## src/rtl/demux_pkg.sv

```systemverilog
// demux_pkg -- definitions shared by the 1-to-8 distributing demultiplexer.
//   NUM_CH     : number of output channels (fixed at 8)
//   SEL_W      : width of a channel select
//   state_e    : control FSM states (IDLE / FILL / FULL)
//   sel_onehot : decode a channel select into a one-hot channel mask
package demux_pkg;

  localparam int NUM_CH = 8;
  localparam int SEL_W  = 3;

  typedef enum logic [1:0] {
    IDLE = 2'd0,
    FILL = 2'd1,
    FULL = 2'd2
  } state_e;

  function automatic logic [NUM_CH-1:0] sel_onehot(input logic [SEL_W-1:0] sel);
    logic [NUM_CH-1:0] mask;
    mask      = '0;
    mask[sel] = 1'b1;
    return mask;
  endfunction

endpackage

```

## src/rtl/demux_ch_reg.sv

```systemverilog
// demux_ch_reg -- one output channel: a WIDTH-bit data register plus a
// "written since last clear" flag.
//   clk   : clock, rising edge
//   rst   : asynchronous active-high reset (data and flag to 0)
//   we    : write enable, loads d and sets the flag
//   clr   : synchronous clear of data and flag; takes priority over we
//   d     : write data
//   q     : registered channel data
//   valid : registered written flag
module demux_ch_reg #(
  parameter int WIDTH = 8
) (
  input  logic             clk,
  input  logic             rst,
  input  logic             we,
  input  logic             clr,
  input  logic [WIDTH-1:0] d,
  output logic [WIDTH-1:0] q,
  output logic             valid
);

  logic [WIDTH-1:0] data_q;
  logic             valid_q;

  always_ff @(posedge clk or posedge rst) begin
    if (rst) begin
      data_q  <= '0;
      valid_q <= 1'b0;
    end else if (clr) begin
      data_q  <= '0;
      valid_q <= 1'b0;
    end else if (we) begin
      data_q  <= d;
      valid_q <= 1'b1;
    end
  end

  assign q     = data_q;
  assign valid = valid_q;

endmodule

```

## src/rtl/demux_1x8_dist.sv

```systemverilog
// demux_1x8_dist -- distributes a stream of beats into 8 channel registers
// and signals when a full frame (all 8 channels written) is available.
//   clk        : clock, rising edge
//   rst        : asynchronous active-high reset
//   in_valid   : source presents a beat
//   in_data    : beat payload
//   in_sel     : target channel in direct mode
//   auto_mode  : 1 = internal counter selects channel (sampled in IDLE)
//   out_clear  : consumer has taken the frame; clears every channel
//   in_ready   : a beat is accepted this cycle if in_valid is high
//   y          : channel registers, channel k at [k*WIDTH +: WIDTH]
//   ch_valid   : per-channel written flags
//   frame_done : one-cycle pulse after the frame becomes complete
//   cur_sel    : channel the next accepted beat writes
module demux_1x8_dist
  import demux_pkg::*;
#(
  parameter int WIDTH  = 8,
  parameter int NUM_CH = 8
) (
  input  logic                    clk,
  input  logic                    rst,
  input  logic                    in_valid,
  input  logic [WIDTH-1:0]        in_data,
  input  logic [SEL_W-1:0]        in_sel,
  input  logic                    auto_mode,
  input  logic                    out_clear,
  output logic                    in_ready,
  output logic [NUM_CH*WIDTH-1:0] y,
  output logic [NUM_CH-1:0]       ch_valid,
  output logic                    frame_done,
  output logic [SEL_W-1:0]        cur_sel
);

  state_e           state_q, state_d;
  logic             mode_q, mode_d;
  logic [SEL_W-1:0] cnt_q, cnt_d;
  logic             fd_q, fd_d;

  logic              eff_auto;
  logic              accept;
  logic [NUM_CH-1:0] wr_mask;
  logic              frame_full;

  // In IDLE the mode register has not been loaded yet for this frame, so the
  // live auto_mode input decides; afterwards the latched mode holds.
  assign eff_auto = (state_q == IDLE) ? auto_mode : mode_q;
  assign cur_sel  = eff_auto ? cnt_q : in_sel;

  // Reset is gated in so in_ready reads 0 for the whole reset period and
  // rises as soon as rst drops. A pending clear always blocks the beat.
  assign in_ready   = ~rst & ~out_clear & (state_q != FULL);
  assign accept     = in_valid & in_ready;
  assign wr_mask    = sel_onehot(cur_sel);
  assign frame_full = ((ch_valid | wr_mask) == '1);

  always_ff @(posedge clk or posedge rst) begin
    if (rst) begin
      state_q <= IDLE;
      mode_q  <= 1'b0;
      cnt_q   <= '0;
      fd_q    <= 1'b0;
    end else begin
      state_q <= state_d;
      mode_q  <= mode_d;
      cnt_q   <= cnt_d;
      fd_q    <= fd_d;
    end
  end

  always_comb begin
    state_d = state_q;
    mode_d  = mode_q;
    cnt_d   = cnt_q;
    fd_d    = 1'b0;

    case (state_q)
      IDLE: begin
        mode_d = auto_mode;
        if (accept) begin
          state_d = frame_full ? FULL : FILL;
        end
      end
      FILL: begin
        if (accept && frame_full) begin
          state_d = FULL;
        end
      end
      FULL: begin
        state_d = FULL;
      end
      default: begin
        state_d = IDLE;
      end
    endcase

    if (accept) begin
      fd_d = frame_full;
      // The counter saturates on the last channel; that beat completes the
      // frame, so it is never used again before the next clear.
      if (eff_auto && (cnt_q != SEL_W'(NUM_CH - 1))) begin
        cnt_d = cnt_q + SEL_W'(1);
      end
    end

    if (out_clear) begin
      state_d = IDLE;
      cnt_d   = '0;
      fd_d    = 1'b0;
    end
  end

  assign frame_done = fd_q;

  generate
    for (genvar gi = 0; gi < NUM_CH; gi++) begin : g_ch
      demux_ch_reg #(
        .WIDTH(WIDTH)
      ) u_ch (
        .clk  (clk),
        .rst  (rst),
        .we   (accept && (cur_sel == SEL_W'(gi))),
        .clr  (out_clear),
        .d    (in_data),
        .q    (y[gi*WIDTH +: WIDTH]),
        .valid(ch_valid[gi])
      );
    end
  endgenerate

endmodule
```

## config.mk

```make
export PLATFORM = sky130hd
export DESIGN_NAME = demux_1x8_dist
export DESIGN_NICKNAME = d
export VERILOG_FILES = /design/src/rtl/demux_pkg.sv /design/src/rtl/demux_ch_reg.sv /design/src/rtl/demux_1x8_dist.sv
export SDC_FILE = /design/constraint.sdc
export NUM_CORES = 1
export LEC_CHECK = 0
export ABC_AREA = 1
export CORE_MARGIN = 8
export CORE_UTILIZATION = 40
export CTS_CLUSTER_SIZE = 24
export DETAILED_ROUTE_END_ITERATION = 8
export PLACE_DENSITY = 0.65
export SLEW_MARGIN = 40
export SYNTH_ARGS = -nofsm -noshare
export SYNTH_HDL_FRONTEND = slang
export SYNTH_SLANG_ARGS = --single-unit
```

## constraint.sdc

```tcl
create_clock -name clk -period 4.42 [get_ports clk]
set_clock_uncertainty 0.1 [all_clocks]
set_input_delay 0.884 -clock clk [delete_from_list [all_inputs] [get_ports clk]]
set_output_delay 0.884 -clock clk [all_outputs]
set_load 0.005 [all_outputs]
```

==> results of run 1 <==
stage by stage:
step	area (µm²)	util, %	cells
global route	4662	54.25	562
detailed placement	4449	51.78	546
floorplan	3507	-	363
CTS	4662	54.25	562
global placement	4446	51.73	546
finish	4662	54.25	562
metal layers:
layer  GRT usage (%)  vias to the layer above  share of wire (%)
met5               0                        -                  0
met1           19.79                     1299                 46
li1                -                     1343                  -
met2           23.82                       78                 44
met3           5.158                       10                8.8
met4           5.400                        0                1.2
worst min path at each step:
stage	start	end	cells after the start
after CTS	g_ch[0].u_ch.q[4]	g_ch[0].u_ch.q[4]	2
after detailed placement	g_ch[2].u_ch.q[7]	g_ch[2].u_ch.q[7]	2
after global placement	g_ch[1].u_ch.q[2]	g_ch[1].u_ch.q[2]	2
after global routing	g_ch[1].u_ch.q[5]	g_ch[1].u_ch.q[5]	2
final	g_ch[0].u_ch.q[4]	g_ch[0].u_ch.q[4]	2
after floorplan	g_ch[0].u_ch.q[0]	g_ch[0].u_ch.q[0]	2
state kept, by name, indices dropped and copies added (netlist names):
register and cells:
frame_done 1, cnt_q 3, state_q 2, g_ch.u_ch.valid 8, mode_q 1, g_ch.u_ch.q 64
cell type report:
| cell class | instances | area share (%) |
|---|---|---|
| Inverter | 25 | 2.120 |
| Multi-Input combinational cell | 240 | 27.94 |
| Clock buffer | 10 | 2.952 |
| Sequential cell | 79 | 42.40 |
| Tap cell | 108 | 2.899 |
| Clock inverter | 6 | 1.610 |
| Timing Repair Buffer | 94 | 20.08 |
cells in the final DEF (no fill, tap or decap), drive strengths merged:
cell,n
or2,1
nor3,2
clkinvlp,1
dfrtp,79
nand3,30
inv,26
nand2,97
o21ai,68
clkinv,3
nand4,2
clkbuf,10
nor2,32
bufinv,1
clkdlybuf4s50,92
ha,6
a21oi,2
buf,2
worst reg2reg max path: stages (launching register included):
cell and delay (ns):
sky130_fd_sc_hd__dfrtp_1 0.41, sky130_fd_sc_hd__inv_1 0.11, sky130_fd_sc_hd__ha_1 0.37, sky130_fd_sc_hd__inv_2 0.09, sky130_fd_sc_hd__nand2_1 0.11, sky130_fd_sc_hd__nand3_1 0.09, sky130_fd_sc_hd__nand2_2 0.16, sky130_fd_sc_hd__nand3_2 0.12
sky130_fd_sc_hd__nand2_1 0.09, sky130_fd_sc_hd__nand2_1 0.09, sky130_fd_sc_hd__nor2_4 0.11, sky130_fd_sc_hd__nand3_2 0.12, sky130_fd_sc_hd__nand2_2 0.09, sky130_fd_sc_hd__o21ai_1 0.06
where the power goes:
group / switching (mW) / total [mW] / leakage [nW] / internal [mW]
Combinational: 0.346 / 0.587 / 0.901 / 0.241
Clock: 0.280 / 0.566 / 0.105 / 0.285
Sequential: 0.0442 / 0.832 / 1.05 / 0.788
cells by family (layout without fill, tap and decap cells):
group | after synthesis | count (layout) | synth area share (%)
AOI/OAI and AO/OA | 70 | 70 | 9.989
adders and majority gates | 6 | 6 | 2.141
buffers and inverters | 44 | 135 | 6.493
DFF | 79 | 79 | 56.37
and+or+nand+nor | 164 | 164 | 25.01
==> results.md, run 1 <==
| Metric | Reported |
|:---|:---|
| Post-synthesis cell count | 363 |
| Count of nets after finishing | 471 |
| Minimum clock period | 3.312 ns |
| Filler cell count | 802 |
| Slowest Stage Delay on Critical Path | 0.52 ns |
| Data required time at the worst endpoint | 3.44 ns |
| Avg WL per Cell | 15.86 µm |
| Worst hold slack after final layout | 0.3974 ns |
| Total die area | 12020 µm² |
| Beginning of the worst register-to-register path | state_q[0] |
| Total wire length after detailed routing | 8911 µm |
| Antenna-violating nets left | 0 |
| Peak fanout along the critical path | 7 |
| Cell row count | 34 |
| Reg-to-reg endpoint | state_q[0] |
| Number of buffers and inverters on the critical path | 3 |
| Post-CTS repair timing setup buffer count | 0 |
| Final Hold Vio Count | 0 |
| Power Density | 425.8 nW/µm² |
| Cell taking the most area after synthesis | sky130_fd_sc_hd__dfrtp_1 |
| Tightest Pin Transition | 0.5377 ns |
| Clk slew on worst S/H paths | 0.09 ns |
| Count of boundary I/O pins | 93 |
| Number of gates resized after CTS | 0 |
| Overall die height | 109.6 µm |
| Average instance area after synthesis | 9.661 µm² |
| Placer congestion estimate | 0.8052 |
| First-iteration detailed-routing DRC count | 118 |
| Warnings from Yosys | 0 |
| Syn nets | 385 |
| Number of unique standard cell types used by synthesis | 25 |
| Floorplan die width | 109.6 µm |
| Main flop type after synthesis | sky130_fd_sc_hd__dfrtp_1 |
| Largest net degree at the start of global routing | 60 |
| Area of the multi-input gates | 1303 µm² |
| Library cell used as clock root buffer | sky130_fd_sc_hd__clkbuf_8 |
| Critical-path cell list | clkdlybuf4s50_1, inv_1, nand2_4, nand2_4, nand2_1, nand2_4, clkdlybuf4s50_1 |
| Number of detailed-routing iterations run before antenna repair | 4 |
| Starting Density | 40.81% |
| Outcome | finished, final reports clean |
| Number of global-route vias before repair | 2888 |
| Setup repair after global routing missed its margin | false |
| GRT Overall Usage | 15.41% |
| Number of input and output port buffers inserted | 92 |
| Setup violators final | 0 |
| Area share of the leading cell type in the synthesized netlist | 56.37% |
| Post-placement worst setup slack | 1.099 ns |
| DR DRC count | 0 |
| Floorplan core area | 8593 µm² |
| Worst Setup Start Kind | input port |
| Async set or reset register ratio after synthesis | 100.0% |
| Data arrival time of the worst path | 2.33 ns |
| Slew Limit Fails | 0 |
| Minimum setup slack in the final design | 1.108 ns |
| Area growth, synth to finish | 32.93% |
| Antenna cells | 0 |
| Leakage | 2.052 nW |
| Initial antenna violation count | 0 |
| Buffer depth of the longest clock path | 2 |
| Remaining global-route overflow | 0 |
| Post-route setup TNS | 0 ns |
| Leading cell types by total area after synthesis | sky130_fd_sc_hd__dfrtp_1 56%, sky130_fd_sc_hd__o21ai_1 9.3%, sky130_fd_sc_hd__nand2_1 9.0%, sky130_fd_sc_hd__nand3_2 3.4%, sky130_fd_sc_hd__buf_4 3.0% |
| Relative slew margins | 63.93% |
| Synth Cell Area | 3507 µm² |
| Sequential share of the synthesized area | 56.37% |
| Max Fclk | 0.3020 GHz |
| Depth of the most critical reg-to-reg path | 13 |
| Highest-delay cell along the critical path | sky130_fd_sc_hd__clkdlybuf4s50_1 |
| Clk sinks | 79 |
| Fraction of layout cells with a size suffix above 1 | 14.32% |
| Critical path's top delay family | buffers and inverters |
| Min-Delay Path Class | reg -> reg |
| Endpoint class of the critical path | output port |
| Cell with the most instances after synthesis | sky130_fd_sc_hd__nand2_1 |
| FF+latch area | 1977 µm² |
| Number of synthesized flops with an enable pin | 0 |
| VDD IR max | 0.0001530 V |
| CTS tree | done |
| Number of buffers added by the clock tree synthesis step | 9 |
| Worst setup startpoint | auto_mode |
| Worst setup path end | cur_sel[0] |
| Maximum capacitance violations | 0 |
| Via count | 2730 |
| Type of the worst setup path | in -> out |
| Final period util | 74.92% |
| # hold bufs at CTS | 0 |
| Most frequent cell on the critical path | sky130_fd_sc_hd__nand2_4 |
| R2R Setup Slk | 2.18 ns |
| CTS H-tree depth | 3 |
| Total power draw | 1.985 mW |
| Instance count on the critical path | 7 |
| Global-route wire length before repair | 14460 µm |
| Vias per cell | 4.858 |
| Flops & latches, synth | 79 |
| List of most frequent post-synthesis cells | 84 x sky130_fd_sc_hd__nand2_1, 79 x sky130_fd_sc_hd__dfrtp_1, 65 x sky130_fd_sc_hd__o21ai_1 |
| Placed wire-length estimate after detailed placement | 6521 µm |
| Worst-skew pair later-pin latency | 0.34 ns |
(Power assumes the default switching activity.)
==> run 2: changes to the inputs <==
==> constraint.sdc (replaced) <==
create_clock -name clk -period 3.4 [get_ports clk]
set_clock_uncertainty 0.1 [all_clocks]
set_input_delay 0.68 -clock clk [delete_from_list [all_inputs] [get_ports clk]]
set_output_delay 0.68 -clock clk [all_outputs]
set_load 0.005 [all_outputs]
==> run 2 against run 1 <==
Effect of this change:
- sequential share of layout area grew 0.26 points
- final area shrank 0.62%
- count of clock-buffer cells in the layout is the same
- via count shrank 1.1%
==> results.md, run 2 (same netlist as run 1, synthesis figures left out) <==
| Metric | Reported | Delta |
|:---|:---|:---|
| Data required time at the worst endpoint | 2.62 ns | -0.82 ns |
| Count of boundary I/O pins | 93 | unchanged |
| Number of global-route vias before repair | 2722 | -5.7% |
| GRT Overall Usage | 15.61% | +0.20 points |
| Setup repair after global routing missed its margin | false |  |
| First-iteration detailed-routing DRC count | 163 | +38% |
| # hold bufs at CTS | 0 | unchanged |
| Largest net degree at the start of global routing | 34 | -43% |
| Placed insts | 548 | +0.37% |
| Clk slew on worst S/H paths | 0.08 ns | about the same |
| Placed wire-length estimate after detailed placement | 6545 µm | +0.38% |
| VDD IR max | 0.0002686 V | +76% |
| Worst Setup Start Kind | flip-flop |  |
| Initial antenna violation count | 0 | unchanged |
| Buffer depth of the longest clock path | 2 | unchanged |
| Library cell used as clock root buffer | sky130_fd_sc_hd__clkbuf_8 |  |
| Clk sinks | 79 | unchanged |
| Number of buffers added by the clock tree synthesis step | 9 | unchanged |
| Power Density | 531.0 nW/µm² | +25% |
| R2R Setup Slk | 1.19 ns | -0.99 ns |
| Count of nets after finishing | 473 | +0.42% |
| Via count | 2701 | -1.1% |
| Peak fanout along the critical path | 6 | -1 |
| Setup violators final | 0 | unchanged |
| Floorplan core area | 8593 µm² | unchanged |
| Post-CTS repair timing setup buffer count | 0 | unchanged |
| Most frequent standard cell in the layout excluding fill and tap cells | sky130_fd_sc_hd__clkdlybuf4s50_1 |  |
| Reg-to-reg endpoint | g_ch[6].u_ch.q[1] |  |
| Number of flip-flops in the largest register | 64 | unchanged |
| Fraction of layout cells with a size suffix above 1 | 14.47% | +0.16 points |
| Leakage | 2.036 nW | -0.81% |
| Area growth, synth to finish | 32.11% |  |
| Endpoint class of the critical path | output port |  |
| Placer congestion estimate | 0.8118 | +0.82% |
| CTS H-tree depth | 3 | unchanged |
| Worst-skew pair later-pin latency | 0.34 ns | about the same |
| Type of the worst setup path | reg -> out |  |
| Vias per cell | 4.789 | -1.4% |
| Overall die height | 109.6 µm | unchanged |
| Max Fclk | 0.3367 GHz |  |
| Starting Density | 40.81% | unchanged |
| Maximum capacitance violations | 0 | unchanged |
| Hold Path Depth | 2 | unchanged |
| Slew Limit Fails | 0 | unchanged |
| Total die area | 12020 µm² | unchanged |
| Outcome | finished, final reports clean |  |
| Beginning of the worst register-to-register path | state_q[0] |  |
| Remaining global-route overflow | 0 | unchanged |
| Floorplan die width | 109.6 µm | unchanged |
| Post-route setup TNS | 0 ns | unchanged |
| Final period util | 87.36% |  |
| Number of detailed-routing iterations run before antenna repair | 4 | unchanged |
| Number of input and output port buffers inserted | 92 | unchanged |
| Cell row count | 34 | unchanged |
| Antenna cells | 0 | unchanged |
| Antenna-violating nets left | 0 | unchanged |
| Final Instance Count excl. Fillers | 564 | +0.36% |
| CTS tree | done |  |
| Tightest Pin Transition | 0.4908 ns | -0.04692 ns |
| Relative slew margins | 67.20% | +3.3 points |
| Avg WL per Cell | 16.02 µm | +1.0% |
| Data arrival time of the worst path | 2.19 ns | -0.14 ns |
| Depth of the most critical reg-to-reg path | 9 | -4 |
| Minimum clock period | 2.970 ns |  |
| Final Hold Vio Count | 0 | unchanged |
| Launch point of the worst hold path | g_ch[2].u_ch.q[2] |  |
| Total power draw | 2.460 mW | +24% |
| Top library cells by usage in the layout, fill and taps aside | 92 x sky130_fd_sc_hd__clkdlybuf4s50_1, 84 x sky130_fd_sc_hd__nand2_1, 79 x sky130_fd_sc_hd__dfrtp_1, 65 x sky130_fd_sc_hd__o21ai_1, 21 x sky130_fd_sc_hd__inv_1 |  |
| DR DRC count | 0 | unchanged |
| Total wire length after detailed routing | 9036 µm | +1.4% |
| Global-route wire length before repair | 14450 µm | about the same |
| Terminating pin of the worst hold path | g_ch[2].u_ch.q[2] |  |
| Min-Delay Path Class | reg -> reg |  |
| Number of gates resized after CTS | 0 | unchanged |
[run 2: worst max path at each step]
stage                    start    endpoint  cells past startpoint
floorplan                  rst    cnt_q[0]                      1
global route        state_q[0]  cur_sel[1]                      7
CTS                 state_q[0]  cur_sel[1]                      7
global placement     auto_mode  cur_sel[0]                      7
finish              state_q[0]  cur_sel[1]                      7
detailed placement   auto_mode  cur_sel[1]                      6
[run 2: critical path, cell delays in order, from the launching register on]
cell	delay [ns]
sky130_fd_sc_hd__dfrtp_1	0.41
sky130_fd_sc_hd__inv_1	0.11
sky130_fd_sc_hd__ha_1	0.34
sky130_fd_sc_hd__inv_2	0.09
sky130_fd_sc_hd__nand2_1	0.11
sky130_fd_sc_hd__nand3_1	0.09
sky130_fd_sc_hd__nand2_2	0.16
sky130_fd_sc_hd__clkdlybuf4s50_1	0.53
[run 2: cell type report]
class | count | area [µm²]
fillers | 799 | 3960
flip-flops and latches | 79 | 1977
multi-input cells | 240 | 1303
repair buffers | 96 | 950.9
well taps | 108 | 135.1
clock buffers | 10 | 127.6
inverters | 25 | 95.09
clock inverters | 6 | 45.04
[run 2: report_power, final]
group / switching, mW / internal, mW / total (mW)
logic: 0.446 / 0.314 / 0.759
clock network: 0.351 / 0.269 / 0.620
registers: 0.0566 / 1.02 / 1.08
total: 0.853 / 1.61 / 2.46
[run 2: metal layers]
| metal | global-route usage (%) | routed length (µm) |
|---|---|---|
| met1 | 20.63 | 4135 |
| met2 | 23.08 | 4051 |
| met3 | 6.155 | 767 |
| met4 | 4.725 | 82 |
| met5 | 0 | 0 |
[run 2: metrics by stage]
| step | worst slack, ns | hold WS [ns] | cell area [µm²] | util (%) |
|---|---|---|---|---|
| 2_1_floorplan | 0.5966 | 0.3821 | 3507 | - |
| 3_3_place_gp | 0.5185 | 0.3712 | 4461 | 51.91 |
| 3_5_place_dp | 0.4974 | 0.3772 | 4461 | 51.91 |
| 4_1_cts | 0.3777 | 0.3971 | 4633 | 53.92 |
| 5_1_grt | 0.2663 | 0.4211 | 4633 | 53.92 |
| 6_report | 0.4297 | 0.3898 | 4633 | 53.92 |
==> run 3: changes to the inputs <==
--- a/config.mk
+++ b/config.mk
@@ -11,6 +11,8 @@
 export CTS_CLUSTER_SIZE = 24
 export DETAILED_ROUTE_END_ITERATION = 8
 export PLACE_DENSITY = 0.65
+export REMOVE_ABC_BUFFERS = 1
+export SETUP_SLACK_MARGIN = 0.5
 export SLEW_MARGIN = 40
 export SYNTH_ARGS = -nofsm -noshare
 export SYNTH_HDL_FRONTEND = slang
==> run 3 against run 2 <==
Effect of this change:
- highest routed layer unchanged
- cell count stayed put
- worst hold slack better by 0.0049 ns
- sequential share of layout area decreased by 0.71 points
- clock power up 28%
- worst setup slack improved by 0.14 ns
- wire length fell by 0.98%
- combinational power is 4.2% higher
- non-clock buffer count stayed put
- final area is 1.7% higher
- critical path depth unchanged
- core utilization grew 0.92 points
==> results.md, run 3 (same netlist as run 1, synthesis figures left out) <==
| Metric | Reported | Delta |
|:---|:---|:---|
| Vias per cell | 4.830 | +0.85% |
| Switching share of total power | 32.53% | -2.1 points |
| Number of buffers added by the clock tree synthesis step | 9 | unchanged |
| Register share of total power | 40.6% | -3.3 points |
| Data arrival time of the worst path | 2.05 ns | -0.14 ns |
| VDD IR max | 0.0002280 V | -15% |
| DR DRC count | 0 | unchanged |
| Worst-skew pair later-pin latency | 0.34 ns | about the same |
| Total die area | 12020 µm² | unchanged |
| Antenna cells | 0 | unchanged |
| Overall die height | 109.6 µm | unchanged |
| Placer congestion estimate | 0.8536 | +5.1% |
| Outcome | finished, final reports clean |  |
| Maximum capacitance violations | 0 | unchanged |
| Clk slew on worst S/H paths | 0.08 ns | about the same |
| Clk sinks | 79 | unchanged |
| Minimum clock period | 2.835 ns | -0.1354 ns |
| Endpoint class of the critical path | output port |  |
| Relative slew margins | 55.73% | -11 points |
| Fraction of layout cells with a size suffix above 1 | 15.35% | +0.88 points |
| Remaining global-route overflow | 0 | unchanged |
| Placed wire-length estimate after detailed placement | 6536 µm | -0.14% |
| Number of global-route vias before repair | 2778 | +2.1% |
| Area growth, synth to finish | 34.36% |  |
| R2R Setup Slk | 1.11 ns | -0.08 ns |
| Count of nets after finishing | 473 | unchanged |
| Largest net degree at the start of global routing | 39 | +15% |
| Sw power | 867.7 µW | +1.7% |
| Peak fanout along the critical path | 7 | +1 |
| Total wire length after detailed routing | 8947 µm | -0.98% |
| Most frequent standard cell in the layout excluding fill and tap cells | sky130_fd_sc_hd__clkdlybuf4s50_1 |  |
| Buffer depth of the longest clock path | 2 | unchanged |
| Post-route setup TNS | 0 ns | unchanged |
| Final Hold Vio Count | 0 | unchanged |
| Initial antenna violation count | 0 | unchanged |
| Final Instance Count excl. Fillers | 564 | unchanged |
| Floorplan core area | 8593 µm² | unchanged |
| Global-route wire length before repair | 14490 µm | +0.29% |
| Int Pwr | 1.800 mW | +12% |
| Filler cell count | 777 | -2.8% |
| Power Density | 566.1 nW/µm² | +6.6% |
| Number of input and output port buffers inserted | 92 | unchanged |
| Avg WL per Cell | 15.86 µm | -0.98% |
| Data required time at the worst endpoint | 2.62 ns | about the same |
| Slew Limit Fails | 0 | unchanged |
| Setup repair after global routing missed its margin | true |  |
| Leakage | 2.102 nW | +3.3% |
| Tightest Pin Transition | 0.6633 ns | +0.1725 ns |
| Count of boundary I/O pins | 93 | unchanged |
| GRT Overall Usage | 15.46% | -0.15 points |
| Setup violators final | 0 | unchanged |
| Fraction of power consumed by the clock network | 29.8% | +4.6 points |
| Antenna-violating nets left | 0 | unchanged |
| Placed insts | 547 | -0.18% |
| Floorplan die width | 109.6 µm | unchanged |
| Max Fclk | 0.3528 GHz | +4.8% |
| CTS tree | done |  |
| Proportion of power drawn by combinational gates | 29.7% | -1.2 points |
| Via count | 2724 | +0.85% |
| Min-Delay Path Class | reg -> reg |  |
| Post-placement worst setup slack | 0.4841 ns | -0.01322 ns |
| Number of detailed-routing iterations run before antenna repair | 4 | unchanged |
| Worst Setup Start Kind | input port |  |
| Top library cells by usage in the layout, fill and taps aside | 90 x sky130_fd_sc_hd__clkdlybuf4s50_1, 84 x sky130_fd_sc_hd__nand2_1, 79 x sky130_fd_sc_hd__dfrtp_1, 65 x sky130_fd_sc_hd__o21ai_1, 19 x sky130_fd_sc_hd__inv_1 |  |
| CTS H-tree depth | 3 | unchanged |
| Depth of the most critical reg-to-reg path | 8 | -1 |
| Final period util | 83.38% | -4.0 points |
| Library cell used as clock root buffer | sky130_fd_sc_hd__clkbuf_8 |  |
| Starting Density | 40.81% | unchanged |
| Minimum setup slack in the final design | 0.5651 ns | +0.1354 ns |
| Hold Path Depth | 2 | unchanged |
| Number of flip-flops in the largest register | 64 | unchanged |
| Worst hold slack after final layout | 0.3947 ns | +0.004912 ns |
| Cell row count | 34 | unchanged |
| First-iteration detailed-routing DRC count | 120 | -26% |
| Type of the worst setup path | in -> out |  |
run 3: cell count changes in the layout (fill, tap and decap cells not counted), moves of 2 or more:
| cell | previous run | this run |
|---|---|---|
| sky130_fd_sc_hd__dlymetal6s2s_1 | 0 | 2 |
| sky130_fd_sc_hd__clkinv_4 | 0 | 2 |
| sky130_fd_sc_hd__clkdlybuf4s50_1 | 92 | 90 |
| sky130_fd_sc_hd__bufinv_16 | 0 | 2 |
| sky130_fd_sc_hd__clkinvlp_4 | 3 | 0 |
| sky130_fd_sc_hd__inv_1 | 21 | 19 |
| sky130_fd_sc_hd__inv_2 | 2 | 4 |
run 3: worst max-delay path: stages:
cell                              delay [ns]
sky130_fd_sc_hd__clkdlybuf4s50_1        0.44
sky130_fd_sc_hd__inv_2                  0.08
sky130_fd_sc_hd__nand2_4                0.08
sky130_fd_sc_hd__nand2_4                0.11
sky130_fd_sc_hd__nand2_1                0.09
sky130_fd_sc_hd__nand2_4                0.07
sky130_fd_sc_hd__clkdlybuf4s50_1        0.49
run 3: through the flow:
stage	power (mW)	utilization [%]	area (µm²)
after floorplan	1.557	-	3373
final	2.668	54.83	4712
after CTS	2.692	54.69	4700
after global routing	2.818	54.83	4712
after global placement	1.858	51.82	4453
after detailed placement	1.869	51.82	4453
run 3: path summary, 6_finish.rpt:
check	to	from
max reg2reg	g_ch[6].u_ch.q[0]	state_q[0]
max	cur_sel[0]	auto_mode
min in group asynchronous	g_ch[4].u_ch.valid	rst
min reg2reg	g_ch[5].u_ch.q[6]	g_ch[5].u_ch.q[6]
max in group asynchronous	mode_q	rst
min	g_ch[5].u_ch.q[6]	g_ch[5].u_ch.q[6]
run 3: timing repair:
item                                    CTS  global route
hold buffers                              0             0
pin swaps                                 0             2
resized for setup                         3             4
endpoints found under the setup margin    3             3
buffers inserted                          0             1
run 3: layout make-up:
cell class,instances,area [µm²],share of cell area [%]
Sequential cell,79,1977,41.95
Multi-Input combinational cell,240,1320,28.01
Timing Repair Buffer,96,955.9,20.29
Clock buffer,10,137.6,2.921
Tap cell,108,135.1,2.868
Inverter,25,95.09,2.018
Clock inverter,6,91.34,1.938
run 3: layer usage:
metal  vias to the layer above  routed length (µm)  GRT usage (%)
li1                       1360                   -              -
met1                      1289                4020          19.35
met2                        69                4093          24.29
met3                         6                 766          5.627
met4                         0                  66          5.111
met5                         -                   0              0
run 3: power by group through the flow:
stage               Sequential, mW  Combinational [mW]  Clock, mW
floorplan                     1.10               0.462          0
global placement              1.10               0.760          0
detailed placement            1.10               0.771          0
CTS                           1.08               0.798      0.812
global route                  1.09               0.877      0.847
finish                        1.08               0.791      0.794
